File: src/rtl/sw_debounce.sv
// Purpose : slide-switch conditioner - 2-flop sync, per-bit debounce, rise/fall event report.
// Latency : raw step -> sw_stable after DEBOUNCE_CYCLES+2 clk edges (sync 2 + count).
// Backpressure: events accumulate in chg_rise/chg_fall until chg_ack; nothing is dropped.
//
// Ports:
//   clk        system clock, rising edge
//   reset      synchronous, active-low
//   sw_raw     asynchronous switch pins
//   sw_stable  debounced switch word
//   chg_valid  at least one stable bit changed since the last accepted event
//   chg_rise   bits that went 0->1 while the event is pending
//   chg_fall   bits that went 1->0 while the event is pending
//   chg_ack    consumer accepts the pending event (ignored while chg_valid=0)
module sw_debounce #(
    parameter int WIDTH           = 8,
    parameter int DEBOUNCE_CYCLES = 250000
) (
    input  logic             clk,
    input  logic             reset,
    input  logic [WIDTH-1:0] sw_raw,
    output logic [WIDTH-1:0] sw_stable,
    output logic             chg_valid,
    output logic [WIDTH-1:0] chg_rise,
    output logic [WIDTH-1:0] chg_fall,
    input  logic             chg_ack
);

    localparam int CNT_W = $clog2(DEBOUNCE_CYCLES + 1);
    localparam logic [CNT_W-1:0] CNT_MAX = CNT_W'(DEBOUNCE_CYCLES - 1);

    // Per-bit debounce state; it is a pure function of s2 vs sw_stable, so
    // no separate state flop is kept.
    localparam logic [0:0] ST_IDLE  = 1'b0;
    localparam logic [0:0] ST_COUNT = 1'b1;

    logic [WIDTH-1:0] s1;
    logic [WIDTH-1:0] s2;
    logic [WIDTH-1:0] state;
    logic [WIDTH-1:0] upd;
    logic [WIDTH-1:0] rise_new;
    logic [WIDTH-1:0] fall_new;
    logic [CNT_W-1:0] cnt [WIDTH];

    always_comb begin
        state = '0;
        upd   = '0;
        for (int i = 0; i < WIDTH; i++) begin
            state[i] = (s2[i] != sw_stable[i]) ? ST_COUNT : ST_IDLE;
            // A bit fires on the cycle its count has already seen
            // DEBOUNCE_CYCLES-1 differing cycles, i.e. the DEBOUNCE_CYCLES-th one.
            upd[i]   = (state[i] == ST_COUNT) && (cnt[i] == CNT_MAX);
        end
    end

    // Firing bits take the synced value, which is always the inverse of the
    // current stable value, so the event polarity comes straight from s2.
    assign rise_new = upd & s2;
    assign fall_new = upd & ~s2;

    // Synchroniser, stable word and counters.
    always_ff @(posedge clk) begin
        if (!reset) begin
            s1        <= '0;
            s2        <= '0;
            sw_stable <= '0;
            for (int i = 0; i < WIDTH; i++) begin
                cnt[i] <= '0;
            end
        end else begin
            s1        <= sw_raw;
            s2        <= s1;
            // Firing bits always differ from stable, so toggling them adopts s2.
            sw_stable <= sw_stable ^ upd;
            for (int i = 0; i < WIDTH; i++) begin
                // Matching input (or a bounce back) restarts the count; the
                // counter also restarts after a fire so it never passes CNT_MAX.
                if ((state[i] == ST_IDLE) || upd[i]) begin
                    cnt[i] <= '0;
                end else begin
                    cnt[i] <= cnt[i] + CNT_W'(1);
                end
            end
        end
    end

    // Event register. While an event is pending and unacknowledged, new
    // edges are OR-ed in; an ack that coincides with new edges hands those
    // edges over as a fresh event instead of dropping them.
    always_ff @(posedge clk) begin
        if (!reset) begin
            chg_valid <= 1'b0;
            chg_rise  <= '0;
            chg_fall  <= '0;
        end else if (!chg_valid) begin
            chg_valid <= |upd;
            chg_rise  <= rise_new;
            chg_fall  <= fall_new;
        end else if (!chg_ack) begin
            chg_rise  <= chg_rise | rise_new;
            chg_fall  <= chg_fall | fall_new;
        end else begin
            chg_valid <= |upd;
            chg_rise  <= rise_new;
            chg_fall  <= fall_new;
        end
    end

endmodule
File: config.mk
export PLATFORM = sky130hd
export DESIGN_NAME = sw_debounce
export DESIGN_NICKNAME = d
export VERILOG_FILES = /design/src/rtl/sw_debounce.sv
export SDC_FILE = /design/constraint.sdc
export NUM_CORES = 1
export LEC_CHECK = 0
export BUFFER_PORTS_ARGS = -buffer_cell sky130_fd_sc_hd__buf_2
export CAP_MARGIN = 20
export CELL_PAD_IN_SITES_DETAIL_PLACEMENT = 0
export CELL_PAD_IN_SITES_GLOBAL_PLACEMENT = 1
export CORE_MARGIN = 2
export CORE_UTILIZATION = 50
export CTS_CLUSTER_SIZE = 24
export DETAILED_ROUTE_END_ITERATION = 12
export HOLD_SLACK_MARGIN = 0.08
export PLACE_DENSITY_LB_ADDON = 0.1
export SLEW_MARGIN = 20
export SYNTH_ARGS = -nofsm -noshare
export SYNTH_HDL_FRONTEND = slang
export SYNTH_SLANG_ARGS = --single-unit
export TNS_END_PERCENT = 5
File: constraint.sdc
create_clock -name clk -period 2.1 [get_ports clk]
set_input_delay 0.42 -clock clk [delete_from_list [all_inputs] [get_ports clk]]
set_output_delay 0.42 -clock clk [all_outputs]
set_load 0.05 [all_outputs]
==> results.txt, run 1 <==
----------------------------------------------------
[Global route]
  Pin count of the biggest net entering global routing ... 19
  First-pass GRT wire length ... 27800 um
  Antenna violations before repair ... 0
  Gr ovfl total ... 0
  Vias in the first global route ... 5937
  Total routing usage reported by global routing ... 0.176

[Worst setup path]
  Critical Path End Type ... register
  Ordered list of cells on the worst path ... or4_1, nor3_2, nand4b_4, nand3_4, nor2_1
  Crit-path max cell delay ... 530 ps
  Count of buffering cells on the critical path with inverters included ... 0
  Top fanout value on the critical path ... 18
  Cell family contributing the most delay on the critical path ... simple AND/OR/NAND/NOR gates
  Critical path startpoint category ... register
  Critical path depth ... 5
  CP max-delay cell ... or4_1
  Required arrival time at the worst endpoint ... 2270 ps
  Classification of the worst setup path ... reg2reg
  R2R cell count ... 5
  Worst endpoint data arrival time ... 2110 ps

[Timing]
  Setup repair after global routing missed its margin ... false
  Number of hold violations in the final report ... 0
  Relative max-transition margin ... 0.667
  Clock period minus worst slack ... 1940 ps
  Max Freq ... 0.515 GHz
  Total of endpoints with negative setup slack in the final report ... 0
  Hold WS ... 199 ps
  Sum Neg Setup Slack ... 0 ps
  Max Slew Vio Count ... 0
  Clock Skew ... 9.13 ps
  Fin crit share ... 0.924
  Slew at the pin closest to its max-slew limit ... 495 ps

[Yosys]
  Basic-gate share of the synthesized area counting and, or, nand and nor cells ... 0.250
  Fraction of the yosys area taken by sequential cells ... 0.563
  Synthesized cell area ... 9140 um^2
  Area share of the largest cell type after synthesis ... 0.473
  Number of flops mapped to enable cells by yosys ... 144
  Number of distinct library cells after synthesis ... 46
  Synthesis warning total ... 0
  Compound-gate portion of the synthesized area ... 0.0323
  Number of storage elements in the synthesis netlist ... 185
  Largest family of logic cells by synthesized area ... simple AND/OR/NAND/NOR gates
  Ys async rst share ... 0
  Cells taking the most area after synthesis ... edfxtp_1, dfxtp_1, xor2_1
  Multiplexer fraction of the synthesized cell area ... 0.00766
  Adder and majority cell fraction of the synthesized area ... 0.0109
  Mean Syn Cell Area ... 10.7 um^2
  Largest area contributor in the netlist ... edfxtp_1
  Parity-gate share of the synthesized area counting xor and xnor cells ... 0.116
  Post-synthesis instance total ... 851
  Most used DFF post-synth ... edfxtp_1

[Cells and area]
  Most common cell after layout, fill and taps aside ... nor2_1
  Fraction of final layout cells sized beyond drive strength 1 ... 0.0998
  Final net count ... 1078
  Cell Count, Final, Fillers Out ... 1301
  ANT cells ... 0
  Commonest non-fill, non-tap cells in the layout ... nor2_1, edfxtp_1, conb_1, xor2_1, nand2_1
  Layout area overhead ... 18.5%
  Post-route standard cell area excluding fillers ... 10800 um^2

[Floorplanning]
  Die height ... 139 um
  Initial Utilization ... 0.509
  DIE AREA ... 19400 um^2
  Area of the core ... 18000 um^2
  Width of the die ... 139 um
  Count of pins on the block boundary ... 36
  Count of standard-cell rows ... 49

[Clock tree]
  Source-to-sink clock delay at the later pin of the worst-skew pair ... 420 ps
  Maximum number of buffers from clock root to sink ... 2
  Number of buffers added for setup after CTS ... 0
  Number of clock sinks seen by CTS ... 185
  CTS H-Tree Depth ... 4
  Clock root buffer ... clkbuf_16
  Clock tree from TritonCTS ... done
  Clock transition time at the flip-flop clock pins of the worst setup and hold paths ... 70 ps
  Cts bufs inserted ... 17

[Routing]
  Total number of vias ... 6230
  Total routed wirelength ... 16100 um
  Router iterations before antenna repair ... 4
  Drt initial violations ... 305
  Wire length per cell ... 12.4 um
  Post-detailed-route via-to-cell ratio ... 4.79
  ANT nets after route ... 0
  Number of design rule violations left after detail routing ... 0

[Place]
  Cell Count Post-Placement ... 1269
  Cell area after placement ... 10300 um^2
  Port Buf Inserts ... 35
  Detail Placement HPWL ... 11800 um
  Final GP Congestion ... 0.766

[Power]
  Power per cell area ... 684 nW/um^2
  Leak Pwr ... 4.07 nW
  Power consumption ... 7.40 mW
  Worst-case vdd ir drop ... 0.613 mV

[Worst hold path]
  Type of the tightest min-delay check ... in2reg
  Worst hold path depth ... 2

[Job]
  Maxcap violations ... 0

[Run status]
  Status ... complete, no violations

----------------------------------------------------
[cells in the mapped netlist, drive strengths merged, types with 3 or more instances]
cell      n
dfxtp    41
and4     10
xnor2    50
nor4b     4
ha        8
o21ai    14
nor2    164
inv      22
a21oi    19
nand2    63
xor2     71
a32oi     4
clkbuf    7
nor4bb    3
nand3    51
buf      11
and3     18
and2     19
or3      14
nand4    24
nor2b    18
nor4     10
a21boi    9
edfxtp  144
mux2i     7
nor3b     5
nor3     13
nand3b   16
[routing by layer]
layer | share of wire | track usage | up-vias | wire (um)
li1 | - | - | 3269 | -
met4 | 0.0072 | 0.0510 | 0 | 116
met3 | 0.023 | 0.0368 | 9 | 375
met1 | 0.50 | 0.240 | 2903 | 8030
met5 | 0 | 0 | - | 0
met2 | 0.47 | 0.284 | 49 | 7590
[where the power goes]
part	leakage [nW]	internal [mW]	switching, mW
sequential	1.82	4.08	0.125
combinational	2.00	0.131	0.172
clock	0.251	1.60	1.30
[registers in the layout (all words and copies together), names as in the netlist, named ones only]
name / flops
s1: 8
chg_rise: 8
chg_valid: 1
s2: 8
cnt: 144
chg_fall: 8
[cell families after synthesis]
group | Yosys count
adder cells (fa/ha/maj) | 8
buffers and inverters | 40
multiplexers | 7
AND/OR/NAND/NOR | 440
AO/OA/AOI/OAI | 49
other | 1
XOR/XNOR | 121
flip-flops | 185
[cell type report]
cell class	instances	area, um^2
Timing Repair Buffer	64	418
Sequential cell	185	5140
Fill cell	1579	7130
Multi-Input combinational cell	769	4380
Tap cell	229	287
Clock inverter	12	83.8
Clock buffer	20	437
Inverter	22	82.6
[worst paths after layout]
kind | slack [ps] | start | to
worst min register to register | 430 | s1[4]$_SDFF_PN0_ | s2[4]$_SDFF_PN0_
worst max-delay path | 160 | cnt[1][62]$_SDFFCE_PN0P_ | cnt[1][58]$_SDFFCE_PN0P_
worst max register to register | 160 | cnt[1][62]$_SDFFCE_PN0P_ | cnt[1][58]$_SDFFCE_PN0P_
worst min-delay path | 200 | sw_raw[0] | s1[0]$_SDFF_PN0_
[through the flow]
stage	utilization	setup slack, ps
2_1_floorplan	-	197
3_5_place_dp	0.572	73.7
3_3_place_gp	0.572	133
6_report	0.603	159
5_1_grt	0.603	10.3
4_1_cts	0.601	57.0
[worst register-to-register path: stages, from the launching register on]
cell and delay [ps]:
edfxtp_1 430, or4_1 530, nor3_2 180, nand4b_4 200, nand3_4 260, nor2_1 90
[timing repair]
item	4_1_cts	5_1_grt
hold buffers	0	0
resized for setup	0	5
endpoints found under the setup margin	0	68
Power figures use the tool's default switching activity.
==> run 2, diff against run 1 <==
PLACE_DENSITY = 0.88   (was default)
PLACE_DENSITY_LB_ADDON = default   (was 0.1)
==> run 2 against run 1 <==
  * Setup slack improved by 21 ps
  * Clock-buffer cell count increased by 3
  * Hold slack improved by 2.3 ps
  * First-iteration DRC count decreased by 9.2%
  * Critical path type unchanged
==> results.txt, run 2 (synthesized netlist as in run 1, its figures left out) <==
----------------------------------------------------
[Run status]
  Status ... complete, no violations

[Timing]
  Max Slew Vio Count ... 0
  Setup repair after global routing missed its margin ... false
  Max Freq ... 0.521 GHz
  Sum Neg Setup Slack ... 0 ps
  Clock Skew ... 7.72 ps
  Number of hold violations in the final report ... 0
  Slew at the pin closest to its max-slew limit ... 494 ps
  Hold WS ... 201 ps
  Clock period minus worst slack ... 1920 ps
  Total of endpoints with negative setup slack in the final report ... 0
  Fin crit share ... 0.914
  Relative max-transition margin ... 0.668

[Clock tree]
  Clock root buffer ... clkbuf_16
  Source-to-sink clock delay at the later pin of the worst-skew pair ... 430 ps
  Cts bufs inserted ... 17
  Number of clock sinks seen by CTS ... 185
  Number of buffers added for setup after CTS ... 0
  Clock transition time at the flip-flop clock pins of the worst setup and hold paths ... 60 ps
  Maximum number of buffers from clock root to sink ... 2
  Count of hold-fix buffers inserted at cts ... 0
  Clock tree from TritonCTS ... done
  CTS H-Tree Depth ... 4

[Floorplanning]
  Initial Utilization ... 0.509
  Width of the die ... 139 um
  Count of standard-cell rows ... 49
  DIE AREA ... 19400 um^2
  Die height ... 139 um
  Area of the core ... 18000 um^2
  Count of pins on the block boundary ... 36

[Global route]
  Vias in the first global route ... 6071
  Pin count of the biggest net entering global routing ... 25
  First-pass GRT wire length ... 27400 um
  Gr ovfl total ... 0
  Total routing usage reported by global routing ... 0.172
  Antenna violations before repair ... 0

[Worst setup path]
  Reg-to-reg slack, setup ... 180 ps
  Launching element of the worst setup path ... cnt[0][54]$_SDFFCE_PN0P_
  Beginning of the worst register-to-register path ... cnt[0][54]$_SDFFCE_PN0P_
  Critical path startpoint category ... register
  Ordered list of cells on the worst path ... ha_1, nand3_1, nor4_1, and3_2, nand3b_1, buf_6, nor2_1
  R2R cell count ... 7
  Worst endpoint data arrival time ... 2100 ps
  Top fanout value on the critical path ... 18
  CP max-delay cell ... edfxtp_1
  Classification of the worst setup path ... reg2reg
  Critical Path End Type ... register
  RR Endpoint ... cnt[0][60]$_SDFFCE_PN0P_
  Crit-path max cell delay ... 370 ps
  Required arrival time at the worst endpoint ... 2280 ps

[Worst hold path]
  Type of the tightest min-delay check ... in2reg
  Worst hold path depth ... 2
  Endpoint with the worst hold slack ... s1[0]$_SDFF_PN0_
  Hold Startpoint ... sw_raw[0]

[Cells and area]
  Filler Cells Inserted ... 1583
  Register ranked first by flip-flop count ... cnt
  Most common cell after layout, fill and taps aside ... nor2_1
  Cell Count, Final, Fillers Out ... 1297
  Combined area of the multi-input logic cells ... 4360 um^2
  Fraction of final layout cells sized beyond drive strength 1 ... 0.100
  Area occupied by registers ... 5140 um^2
  Commonest non-fill, non-tap cells in the layout ... nor2_1, edfxtp_1, conb_1, xor2_1, nand2_1
  Flip-flop count of the largest register, all copies and words added ... 144
  Layout area overhead ... 18.3%
  Final net count ... 1074
  ANT cells ... 0

[Place]
  Cell Count Post-Placement ... 1265
  Port Buf Inserts ... 35
  Detail Placement HPWL ... 11500 um
  Final GP Congestion ... 0.813

[Routing]
  Total routed wirelength ... 15800 um
  Total number of vias ... 6231
  Number of design rule violations left after detail routing ... 0
  Post-detailed-route via-to-cell ratio ... 4.80
  Wire length per cell ... 12.2 um
  Drt initial violations ... 277
  Router iterations before antenna repair ... 4
  ANT nets after route ... 0

[Power]
  Reported net switching power ... 1.62 mW
  Worst-case vdd ir drop ... 0.574 mV
  Sw Ratio ... 0.216
  Power per cell area ... 695 nW/um^2
  Internal ... 5.89 mW
  Leak Pwr ... 4.05 nW
  Sequential Power Share ... 0.559
  Combinational fraction of design power ... 0.039
  Share of power burned in the clock network ... 0.401

[Job]
  Maxcap violations ... 0

----------------------------------------------------
## run 2: layout make-up
type | count | share of cell area
clock inverters | 9 | 0.00555
multi-input cells | 769 | 0.403
inverters | 22 | 0.00764
flip-flops and latches | 185 | 0.476
repair buffers | 60 | 0.0351
well taps | 229 | 0.0265
clock buffers | 23 | 0.0462
## run 2: critical path, delay by kind of cell, from the launching register on
family                     cells  cell delay, ps
adders and majority gates      1             210
buffers and inverters          1             190
DFF                            1             370
and+or+nand+nor                5             910
## run 2: worst max path at each step
stage	end	slack [ps]	depth (start not counted)
5_1_grt	cnt[1][20]$_SDFFCE_PN0P_	9	5
6_report	cnt[0][60]$_SDFFCE_PN0P_	180	7
3_3_place_gp	cnt[0][65]$_SDFFCE_PN0P_	100	7
2_1_floorplan	cnt[0][27]$_SDFFCE_PN0P_	200	6
4_1_cts	cnt[0][60]$_SDFFCE_PN0P_	50	7
3_5_place_dp	cnt[0][59]$_SDFFCE_PN0P_	70	7
## run 2: repair_timing
action	in CTS	in global routing
endpoints found under the hold margin	0	0
endpoints found under the setup margin	0	35
gates resized for setup	0	3
## run 2: stage by stage
stage / worst slack (ps) / instance area (um^2) / util / total power [mW]
4_1_cts: 53.7 / 10800 / 0.601 / 7.60
3_3_place_gp: 101 / 10200 / 0.570 / 4.56
2_1_floorplan: 197 / 9680 / - / 4.48
3_5_place_dp: 66.4 / 10200 / 0.570 / 4.57
5_1_grt: 9.23 / 10800 / 0.602 / 7.81
6_report: 180 / 10800 / 0.602 / 7.51
## run 2: metal layers
metal | track usage | share of wire
met1 | 0.227 | 0.48
met2 | 0.284 | 0.47
met3 | 0.0372 | 0.033
met4 | 0.0606 | 0.016
met5 | 0 | 0
## run 2: power groups by stage
stage | clock [mW] | sequential, mW | combinational (mW)
CTS | 3.10 | 4.20 | 0.290
floorplan | 0 | 4.25 | 0.227
detailed placement | 0 | 4.28 | 0.287
global route | 3.24 | 4.22 | 0.344
global placement | 0 | 4.28 | 0.286
finish | 3.01 | 4.20 | 0.297
